File: src/rtl/id_stage_piped.sv
// id_stage_piped: decode stage with integrated ID/EX pipeline register.
//
// Decodes an ARM-style instruction word, reads a REG_CNT-entry register file
// (with write-through bypass from WB) and registers the decode result for EX.
// The ID/EX register can hold (stall), load a bubble (flush / hazard / failed
// condition) or load a live instruction.
//
// Ports:
//   clk, rst                  clock, synchronous active-high reset
//   in_valid, PC_in,
//   instruction               IF/ID contents
//   stall, flush, hazard      pipeline control
//   Z, N, C, V                status flags for condition evaluation
//   write_back, dest_wb,
//   result_wb                 WB write port into the register file
//   src1, src2, two_src       combinational source info for the hazard unit
//   ex_*                      registered ID/EX outputs
//
// Decode map (exec_cmd):
//   mode 00 data-processing: MOV 0001, MVN 1001, ADD 0010, ADC 0011,
//     SUB 0100, SBC 0101, AND 0110, ORR 0111, EOR 1000 (all write back),
//     CMP 0100, TST 0110 (no write back); other opcodes decode to nothing.
//     S follows instruction[20].
//   mode 01 memory: exec 0010; L=1 -> LDR (mem_read, wb), L=0 -> STR.
//   mode 10 branch: B=1.
//   imm always follows instruction[25].

module control_unit (
  input  logic [1:0] mode,
  input  logic [3:0] opcode,
  input  logic       s_in,
  input  logic       i_in,
  output logic [3:0] exec_cmd,
  output logic       mem_read,
  output logic       mem_write,
  output logic       wb_en,
  output logic       b,
  output logic       s,
  output logic       imm
);
  always_comb begin
    exec_cmd  = 4'b0000;
    mem_read  = 1'b0;
    mem_write = 1'b0;
    wb_en     = 1'b0;
    b         = 1'b0;
    s         = 1'b0;
    imm       = i_in;
    case (mode)
      2'b00: begin
        s = s_in;
        case (opcode)
          4'b1101: begin exec_cmd = 4'b0001; wb_en = 1'b1; end // MOV
          4'b1111: begin exec_cmd = 4'b1001; wb_en = 1'b1; end // MVN
          4'b0100: begin exec_cmd = 4'b0010; wb_en = 1'b1; end // ADD
          4'b0101: begin exec_cmd = 4'b0011; wb_en = 1'b1; end // ADC
          4'b0010: begin exec_cmd = 4'b0100; wb_en = 1'b1; end // SUB
          4'b0110: begin exec_cmd = 4'b0101; wb_en = 1'b1; end // SBC
          4'b0000: begin exec_cmd = 4'b0110; wb_en = 1'b1; end // AND
          4'b1100: begin exec_cmd = 4'b0111; wb_en = 1'b1; end // ORR
          4'b0001: begin exec_cmd = 4'b1000; wb_en = 1'b1; end // EOR
          4'b1010: exec_cmd = 4'b0100;                         // CMP
          4'b1000: exec_cmd = 4'b0110;                         // TST
          default: ;
        endcase
      end
      2'b01: begin
        exec_cmd = 4'b0010;
        if (s_in) begin
          mem_read = 1'b1;
          wb_en    = 1'b1;
        end else begin
          mem_write = 1'b1;
        end
      end
      2'b10:   b = 1'b1;
      default: ;
    endcase
  end
endmodule

// Standard ARM condition codes; 1110 is always, 1111 never matches.
module condition_check (
  input  logic [3:0] cond,
  input  logic       z,
  input  logic       n,
  input  logic       c,
  input  logic       v,
  output logic       matched
);
  always_comb begin
    matched = 1'b0;
    case (cond)
      4'b0000: matched = z;
      4'b0001: matched = ~z;
      4'b0010: matched = c;
      4'b0011: matched = ~c;
      4'b0100: matched = n;
      4'b0101: matched = ~n;
      4'b0110: matched = v;
      4'b0111: matched = ~v;
      4'b1000: matched = c & ~z;
      4'b1001: matched = ~c | z;
      4'b1010: matched = (n == v);
      4'b1011: matched = (n != v);
      4'b1100: matched = ~z & (n == v);
      4'b1101: matched = z | (n != v);
      4'b1110: matched = 1'b1;
      default: matched = 1'b0;
    endcase
  end
endmodule

module id_stage_piped #(
  parameter int DATA_W  = 32,
  parameter int REG_CNT = 16,
  parameter int REG_AW  = 4
) (
  input  logic              clk,
  input  logic              rst,
  input  logic              in_valid,
  input  logic [DATA_W-1:0] PC_in,
  input  logic [31:0]       instruction,
  input  logic              stall,
  input  logic              flush,
  input  logic              hazard,
  input  logic              Z,
  input  logic              N,
  input  logic              C,
  input  logic              V,
  input  logic              write_back,
  input  logic [REG_AW-1:0] dest_wb,
  input  logic [DATA_W-1:0] result_wb,
  output logic [REG_AW-1:0] src1,
  output logic [REG_AW-1:0] src2,
  output logic              two_src,
  output logic              ex_valid,
  output logic [DATA_W-1:0] ex_PC,
  output logic              ex_wb_en,
  output logic              ex_mem_read,
  output logic              ex_mem_write,
  output logic              ex_B,
  output logic              ex_S,
  output logic              ex_imm,
  output logic [3:0]        ex_exec_cmd,
  output logic [DATA_W-1:0] ex_val_Rn,
  output logic [DATA_W-1:0] ex_val_Rm,
  output logic [REG_AW-1:0] ex_Rd,
  output logic [11:0]       ex_shift_operand,
  output logic [23:0]       ex_signed_imm_24,
  output logic [REG_AW-1:0] ex_src1,
  output logic [REG_AW-1:0] ex_src2
);

  typedef struct packed {
    logic              valid;
    logic [DATA_W-1:0] pc;
    logic              wb_en;
    logic              mem_read;
    logic              mem_write;
    logic              b;
    logic              s;
    logic              imm;
    logic [3:0]        cmd;
    logic [DATA_W-1:0] val_rn;
    logic [DATA_W-1:0] val_rm;
    logic [REG_AW-1:0] rd;
    logic [11:0]       shift_operand;
    logic [23:0]       simm24;
    logic [REG_AW-1:0] src1;
    logic [REG_AW-1:0] src2;
  } idex_t;

  // decode
  logic [3:0] cu_cmd;
  logic       cu_mem_read, cu_mem_write, cu_wb_en, cu_b, cu_s, cu_imm;
  logic       cond_matched;

  control_unit u_cu (
    .mode      (instruction[27:26]),
    .opcode    (instruction[24:21]),
    .s_in      (instruction[20]),
    .i_in      (instruction[25]),
    .exec_cmd  (cu_cmd),
    .mem_read  (cu_mem_read),
    .mem_write (cu_mem_write),
    .wb_en     (cu_wb_en),
    .b         (cu_b),
    .s         (cu_s),
    .imm       (cu_imm)
  );

  condition_check u_cc (
    .cond    (instruction[31:28]),
    .z       (Z),
    .n       (N),
    .c       (C),
    .v       (V),
    .matched (cond_matched)
  );

  // STR reads its data register from the Rd field, so the second operand
  // index moves there for stores.
  assign src1    = REG_AW'(instruction[19:16]);
  assign src2    = cu_mem_write ? REG_AW'(instruction[15:12])
                                : REG_AW'(instruction[3:0]);
  assign two_src = in_valid & (cu_mem_write | ~cu_imm);

  // register file; an out-of-range dest_wb matches no entry and is dropped
  logic [REG_CNT-1:0][DATA_W-1:0] regs;

  for (genvar g = 0; g < REG_CNT; g++) begin : g_reg
    always_ff @(posedge clk) begin
      if (rst)                                       regs[g] <= '0;
      else if (write_back && dest_wb == REG_AW'(g))  regs[g] <= result_wb;
    end
  end

  // write-through bypass: a same-cycle WB write is visible to the read
  logic [DATA_W-1:0] rd_rn, rd_rm;
  assign rd_rn = (write_back && dest_wb == src1) ? result_wb : regs[src1];
  assign rd_rm = (write_back && dest_wb == src2) ? result_wb : regs[src2];

  logic  live;
  idex_t dec, ex_q;

  assign live = in_valid & cond_matched & ~hazard;

  always_comb begin
    dec               = '0;
    dec.valid         = 1'b1;
    dec.pc            = PC_in;
    dec.wb_en         = cu_wb_en;
    dec.mem_read      = cu_mem_read;
    dec.mem_write     = cu_mem_write;
    dec.b             = cu_b;
    dec.s             = cu_s;
    dec.imm           = cu_imm;
    dec.cmd           = cu_cmd;
    dec.val_rn        = rd_rn;
    dec.val_rm        = rd_rm;
    dec.rd            = REG_AW'(instruction[15:12]);
    dec.shift_operand = instruction[11:0];
    dec.simm24        = instruction[23:0];
    dec.src1          = src1;
    dec.src2          = src2;
  end

  // bubbles clear the whole record, data fields included, so EX sees
  // deterministic values
  always_ff @(posedge clk) begin
    if (rst)         ex_q <= '0;
    else if (flush)  ex_q <= '0;
    else if (!stall) ex_q <= live ? dec : '0;
  end

  assign ex_valid         = ex_q.valid;
  assign ex_PC            = ex_q.pc;
  assign ex_wb_en         = ex_q.wb_en;
  assign ex_mem_read      = ex_q.mem_read;
  assign ex_mem_write     = ex_q.mem_write;
  assign ex_B             = ex_q.b;
  assign ex_S             = ex_q.s;
  assign ex_imm           = ex_q.imm;
  assign ex_exec_cmd      = ex_q.cmd;
  assign ex_val_Rn        = ex_q.val_rn;
  assign ex_val_Rm        = ex_q.val_rm;
  assign ex_Rd            = ex_q.rd;
  assign ex_shift_operand = ex_q.shift_operand;
  assign ex_signed_imm_24 = ex_q.simm24;
  assign ex_src1          = ex_q.src1;
  assign ex_src2          = ex_q.src2;

endmodule

File: config.mk
export PLATFORM = sky130hd
export DESIGN_NAME = id_stage_piped
export DESIGN_NICKNAME = d
export VERILOG_FILES = /design/src/rtl/id_stage_piped.sv
export SDC_FILE = /design/constraint.sdc
export NUM_CORES = 2
export LEC_CHECK = 0
export ABC_AREA = 0
export BUFFER_PORTS_ARGS = -buffer_cell sky130_fd_sc_hd__buf_2
export CAP_MARGIN = 20
export CORE_MARGIN = 2
export CORE_UTILIZATION = 55
export CTS_BUF_LIST = sky130_fd_sc_hd__clkbuf_8
export CTS_CLUSTER_SIZE = 14
export DETAILED_ROUTE_END_ITERATION = 10
export PLACE_DENSITY = 0.74
export RECOVER_POWER = 100
export SETUP_SLACK_MARGIN = 0.02
export SLEW_MARGIN = 20
export SYNTH_ARGS = -nofsm -noshare
export SYNTH_HDL_FRONTEND = slang
export SYNTH_SLANG_ARGS = --single-unit
File: constraint.sdc
create_clock -name clk -period 3.5 [get_ports clk]
set_clock_uncertainty 0.1 [all_clocks]
set_input_delay 0.525 -clock clk [delete_from_list [all_inputs] [get_ports clk]]
set_output_delay 0.525 -clock clk [all_outputs]
set_load 0.02 [all_outputs]
# After elaboration in Yosys (flattened, before gate mapping)
# Index checks and enable logic that the tools add are counted.
[word_totals] register_bits=667 wordCells=138
[classes] magnitude_cmp=2 n_eq_ne=45 mux=19 n_bitwise=14 n_reduce_logical=26
[op_table] op="$bmux W32 S4" count=2
[op_table] op="$mux W155" count=1
[op_table] op="$mux W32" count=4
[op_table] op="$eq A4 B4 Y1 const B" count=20
[op_table] op="$eq A4 B3 Y1 const B" count=11
[op_table] op="$pmux W4 S9" count=1
[op_table] op="$eq A4 B2 Y1 const B" count=5
[op_table] op="$logic_and A1 B1 Y1" count=18
[op_table] op="$pmux W1 S15" count=1
[op_table] op="$eq A4 B1 Y1 const B" count=3
[op_table] op="$logic_not A4 Y1" count=3
[op_table] op="$lt A4 B5 Y1 const B" count=2
[op_table] op="$reduce_or A9 Y1" count=1
[op_table] op="$eq A4 B4 Y1" count=2
[op_table] op="$pmux W4 S2" count=1
[op_table] op="$mux W1" count=7
[op_table] op="$not A1 Y1" count=6
[op_table] op="$reduce_or A2 Y1" count=3
[op_table] op="$and A1 B1 Y1" count=5
[op_table] op="$mux W4" count=1
[op_table] op="$or A1 B1 Y1" count=3
[op_table] op="$eq A2 B1 Y1 const B" count=1
[op_table] op="$eq A2 B2 Y1 const B" count=1
[op_table] op="$logic_not A2 Y1" count=1
[op_table] op="3 further kinds" count=3

# Depth between registers and ports, before layout
[depth] ltp_word=7 mapped_depth=10 depth_no_buf=6

# By module
# A second synthesis with hierarchy kept.
[hier_totals] cells_unflattened=3900 area_unflattened_um2=31071.0
[modules_own_cells] mod="id_stage_piped" instances=1 cells_each=3849 area_each_um2=30719.5
[modules_own_cells] mod="condition_check" instances=1 cells_each=28 area_each_um2=193.9
[modules_own_cells] mod="control_unit" instances=1 cells_each=23 area_each_um2=157.7

# Least setup slack after synthesis
# OpenSTA, ideal clock, no wires.
[synth_timing] path_type="input -> register" start="input instruction[0]" end="register ex_q, in the netlist ex_val_Rm[12]" setup_time_ns=0.123 t_arrival_ns=2.370 required_ns=3.277 slack_ns=0.907 stages=9 n_path_buf=4 path_cell_list="clkbuf_1 > buf_2 > buf_4 > buf_2 > mux4_2 > a211oi_1 > nor4_1 > nand4_1 > o211ai_2"
[synth_via] elab_chain_len=5 word_cells_on_any_way=7
[synth_rtl] item="from (decl)" line="123" rtl="input logic [31:0] instruction,"
[synth_rtl] item="$mux W4 (*)" line="205" rtl="assign src2 = cu_mem_write ? REG_AW'(instruction[15:12])"
[synth_rtl] item="$bmux W32 S4 / $eq A4 B4 Y1 (equally long branches)" line="222" rtl="assign rd_rm = (write_back && dest_wb == src2) ? result_wb : regs[src2];"
[synth_rtl] item="$mux W32 (not written as such) / $logic_and A1 B1 Y1 (equally long branches)" line="222"
[synth_rtl] item="$mux W32 (*)" line="222"
[synth_rtl] item="$mux W155 (*)" line="254" rtl="else if (!stall) ex_q <= live ? dec : '0;"
[synth_rtl] item="to (signal assigned)" line="254"
[synth_rtl] item="to (decl)" line="225" rtl="idex_t dec, ex_q;"
# Every way passes the cells marked *; elsewhere a longest branch is shown, timed or not. The select of a mux whose other input is x is not followed.
# A chain may end at the register's enable or synchronous reset.

# Worst setup path after layout
[layout_timing] start="input instruction[26]" end="register ex_q, in the netlist ex_val_Rm[9]"
[layout_via] elab_chain_len=7 word_cells_on_any_way=9
[layout_rtl] item="$eq A2 B1 Y1 (*)" line="49" rtl="case (mode)"
[layout_rtl] item="$mux W1 (*)" line="49"
[layout_rtl] item="$mux W4 (*)" line="205"
[layout_rtl] item="$bmux W32 S4 / $eq A4 B4 Y1 (equally long branches)" line="222"
[layout_rtl] item="$mux W32 (not written as such) / $logic_and A1 B1 Y1 (equally long branches)" line="222"
[layout_rtl] item="$mux W32 (*)" line="222"
[layout_rtl] item="$mux W155 (*)" line="254"
# Marks and branches as above.

==> out/results.tsv <==
stage	metric	value	unit
status	status	complete, but fails checks	
status	failed_checks	design-rule violations, max-capacitance violations, max-slew violations	
clocking	clkSinkCount	647	
grt	overflow	0	
timing	fmax	328.5	MHz
grt	grt_pass1_wl	194.7	mm
clocking	cts_setup_buffers	0	
power_and_ir_drop	power.density	403.7	nW/µm²
die	fp-row-count	93	
die	io_pins	275	
final_layout	drive_above_1_share	21.06	%
clocking	clk_path_buf_depth	3	
grt	grt_pass1_vias	31490	
route	antenna_left	0	
timing	final.setup.tns	0	ns
synthesis	synthesis.nets	3974	
min_path	hold_path_class	in2reg	
synthesis	ys_ff_latch	647	
placement	gp_congestion	0.9037	
placement	place_ws	0.3975	ns
setup_path	end_kind	register	
final_layout	final_cell_mix	1,111 x nand2_1, 647 x dfxtp_1, 515 x a21oi_1	
synthesis	synth_area	36000	µm²
route	wl_per_cell	27.18	µm
route	first_pass_iters	11	
power_and_ir_drop	ir_worst_vdd	0.2379	mV
die	dieArea	67520	µm²
die	die_h	259.8	µm
setup_path	cp.required	4.02	ns
route	dr_total_vias	33650	
setup_path	worstSetupPathType	in2reg	
timing	hold_violations	0	
synthesis	async_flop_share	0	%
synthesis	synthCells	3863	
timing	fin_hold_ws	0.05415	ns
final_layout	regArea	12950	µm²
placement	placed_area	38200	µm²
clocking	cts_hold_buffers	46	
clocking	root_buffer	clkbuf_8	
timing	drv_slew	203	
route	vias_per_cell	6.874	
synthesis	synth_seq_area_share	35.98	%
timing	worst_slack	0.4561	ns
placement	dpl.hpwl	77.49	mm
route	remaining_drc_errors	1	
route	wirelength	133.1	mm
final_layout	syn_to_final_growth	12.45	%
synthesis	avgSynthCellArea	9.319	µm²
route	drtIter0Drc	5357	
final_layout	final_common_cell	nand2_1	
final_layout	nNetsFinal	4057	
clocking	htreeDepth	3	
grt	track_usage	38.37	%
timing	fin_crit	3.044	ns
timing	tightest_slew	1.841	ns
clocking	clk_latency	0.74	ns
setup_path	crit_path_start_kind	input pin	
final_layout	n_fill_cell	5253	
timing	rsz0062_at_grt	no	
timing	setup_viol	0	
synthesis	synth_edf_count	0	
final_layout	multi_input_area	21040	µm²
die	die_x	259.8	µm
final_layout	final_area	40480	µm²
synthesis	synth_cell_types	52	
die	core	64580	µm²
setup_path	cp_max_fo	63	
power_and_ir_drop	total_power	16340	µW
power_and_ir_drop	power_leakage	0.01506	µW
grt	grt_max_degree	207	
synthesis	synth_flop_cell	dfxtp_1	
clocking	clk_pin_slew_worst_paths	0.07	ns
timing	period_share	86.97	%
timing	max-slew-margin-rel	-22.76	%
clocking	numCtsBuffers	107	
clocking	tritoncts	built	
flow_run	cap_violations	6	
synthesis	yosysWarnings	0	
clocking	cts_resized	0	
placement	port_buffers	274	
grt	antenna_found_initial	15	
die	start_util	55.75	%
setup_path	worst_ep_arrival_time	3.57	ns
Yosys cell counts (3+ instances only):
cell         n  share of area, %
o21ai_0      7             0.097
buf_2       54              0.75
nand3_1      8              0.11
nor2_1      20              0.21
mux2_2      33               1.0
buf_1        9             0.094
nor2b_1     38              0.66
inv_1       40              0.42
a21oi_1    515               7.2
o211a_1    129               3.6
a22o_1      60               1.5
o22ai_1     32              0.56
nand3b_1     6              0.13
a211oi_1   160               3.3
o221ai_1     4             0.097
dfxtp_1    647                36
o211ai_2    16              0.56
xnor2_1      3             0.073
nor4_1      32              0.56
nor3b_1      6              0.13
nand4_1     32              0.56
nand2_1   1120                12
nor3_1       8              0.11
clkbuf_1   375               3.9
o31ai_1     35              0.73
buf_4       30              0.63
o211ai_1    16              0.33
mux4_2     384                24
xor2_1       6              0.15
nand2b_1     9              0.16
worst paths after layout:
check	start	endpoint	slack, ns	cells past startpoint
setup reg to reg	regs[381]	ex_val_Rm[29]	1.73	6
hold / removal	instruction[20]	ex_signed_imm_24[20]	0.05	2
setup / recovery	instruction[26]	ex_val_Rm[9]	0.46	9
hold reg to reg	ex_val_Rn[29]	ex_val_Rn[29]	0.35	2
stage by stage:
stage          util [%]  std cells
3_3_place_gp      59.15       4646
2_1_floorplan         -       3863
6_report          62.68       4895
3_5_place_dp      59.15       4646
5_1_grt           62.68       4893
4_1_cts           63.34       4887
worst max-delay path: stages:
cell and delay, ns:
clkbuf_1 0.33, nor3b_4 0.53, buf_4 0.26, buf_12 0.28, o221ai_1 0.16, a2111o_1 0.42, nand3b_2 0.21, clkbuf_4 0.50
o211ai_1 0.33
logic make-up (layout without fill, tap and decap cells):
logic type	Yosys count	after routing	share of synthesized area [%]
simple gates	1290	1290	14.57
compound gates	988	988	18.26
flops	647	647	35.98
buf+inv	510	679	5.860
mux	419	419	25.11
xor+xnor	9	9	0.2190
other cells	0	8	0
cell type report:
| type | count | share of cell area, % |
|---|---|---|
| antenna | 8 | 0.04945 |
| clock buffer | 143 | 4.862 |
| clock inverter | 52 | 0.6893 |
| inverter | 40 | 0.3771 |
| multi-input combinational | 2706 | 51.97 |
| sequential | 647 | 32.00 |
| tap | 855 | 2.643 |
| timing repair buffer | 444 | 7.412 |
metal layers:
layer | GRT usage [%] | vias up | share of wire, %
li1 | - | 14250 | -
met1 | 49.09 | 16070 | 35
met2 | 56.49 | 2727 | 43
met3 | 12.58 | 582 | 15
met4 | 23.28 | 18 | 6.3
met5 | 0 | - | 0.093
flip-flops by register name (all words and copies together), names as in the netlist:
signal	cells
ex_shift_operand	11
ex_imm	1
ex_signed_imm_24	10
ex_src2	4
ex_B	1
ex_val_Rn	32
ex_PC	32
ex_Rd	3
ex_exec_cmd	4
regs	512
ex_S	1
ex_wb_en	1
ex_mem_read	1
ex_val_Rm	32
ex_valid	1
ex_mem_write	1
report_power, final:
group          switching (µW)  total [µW]  internal (µW)
Combinational            1200        1820            625
Sequential               78.7        7530           7450
Clock                    3210        6990           3780
(Power assumes the default switching activity.)
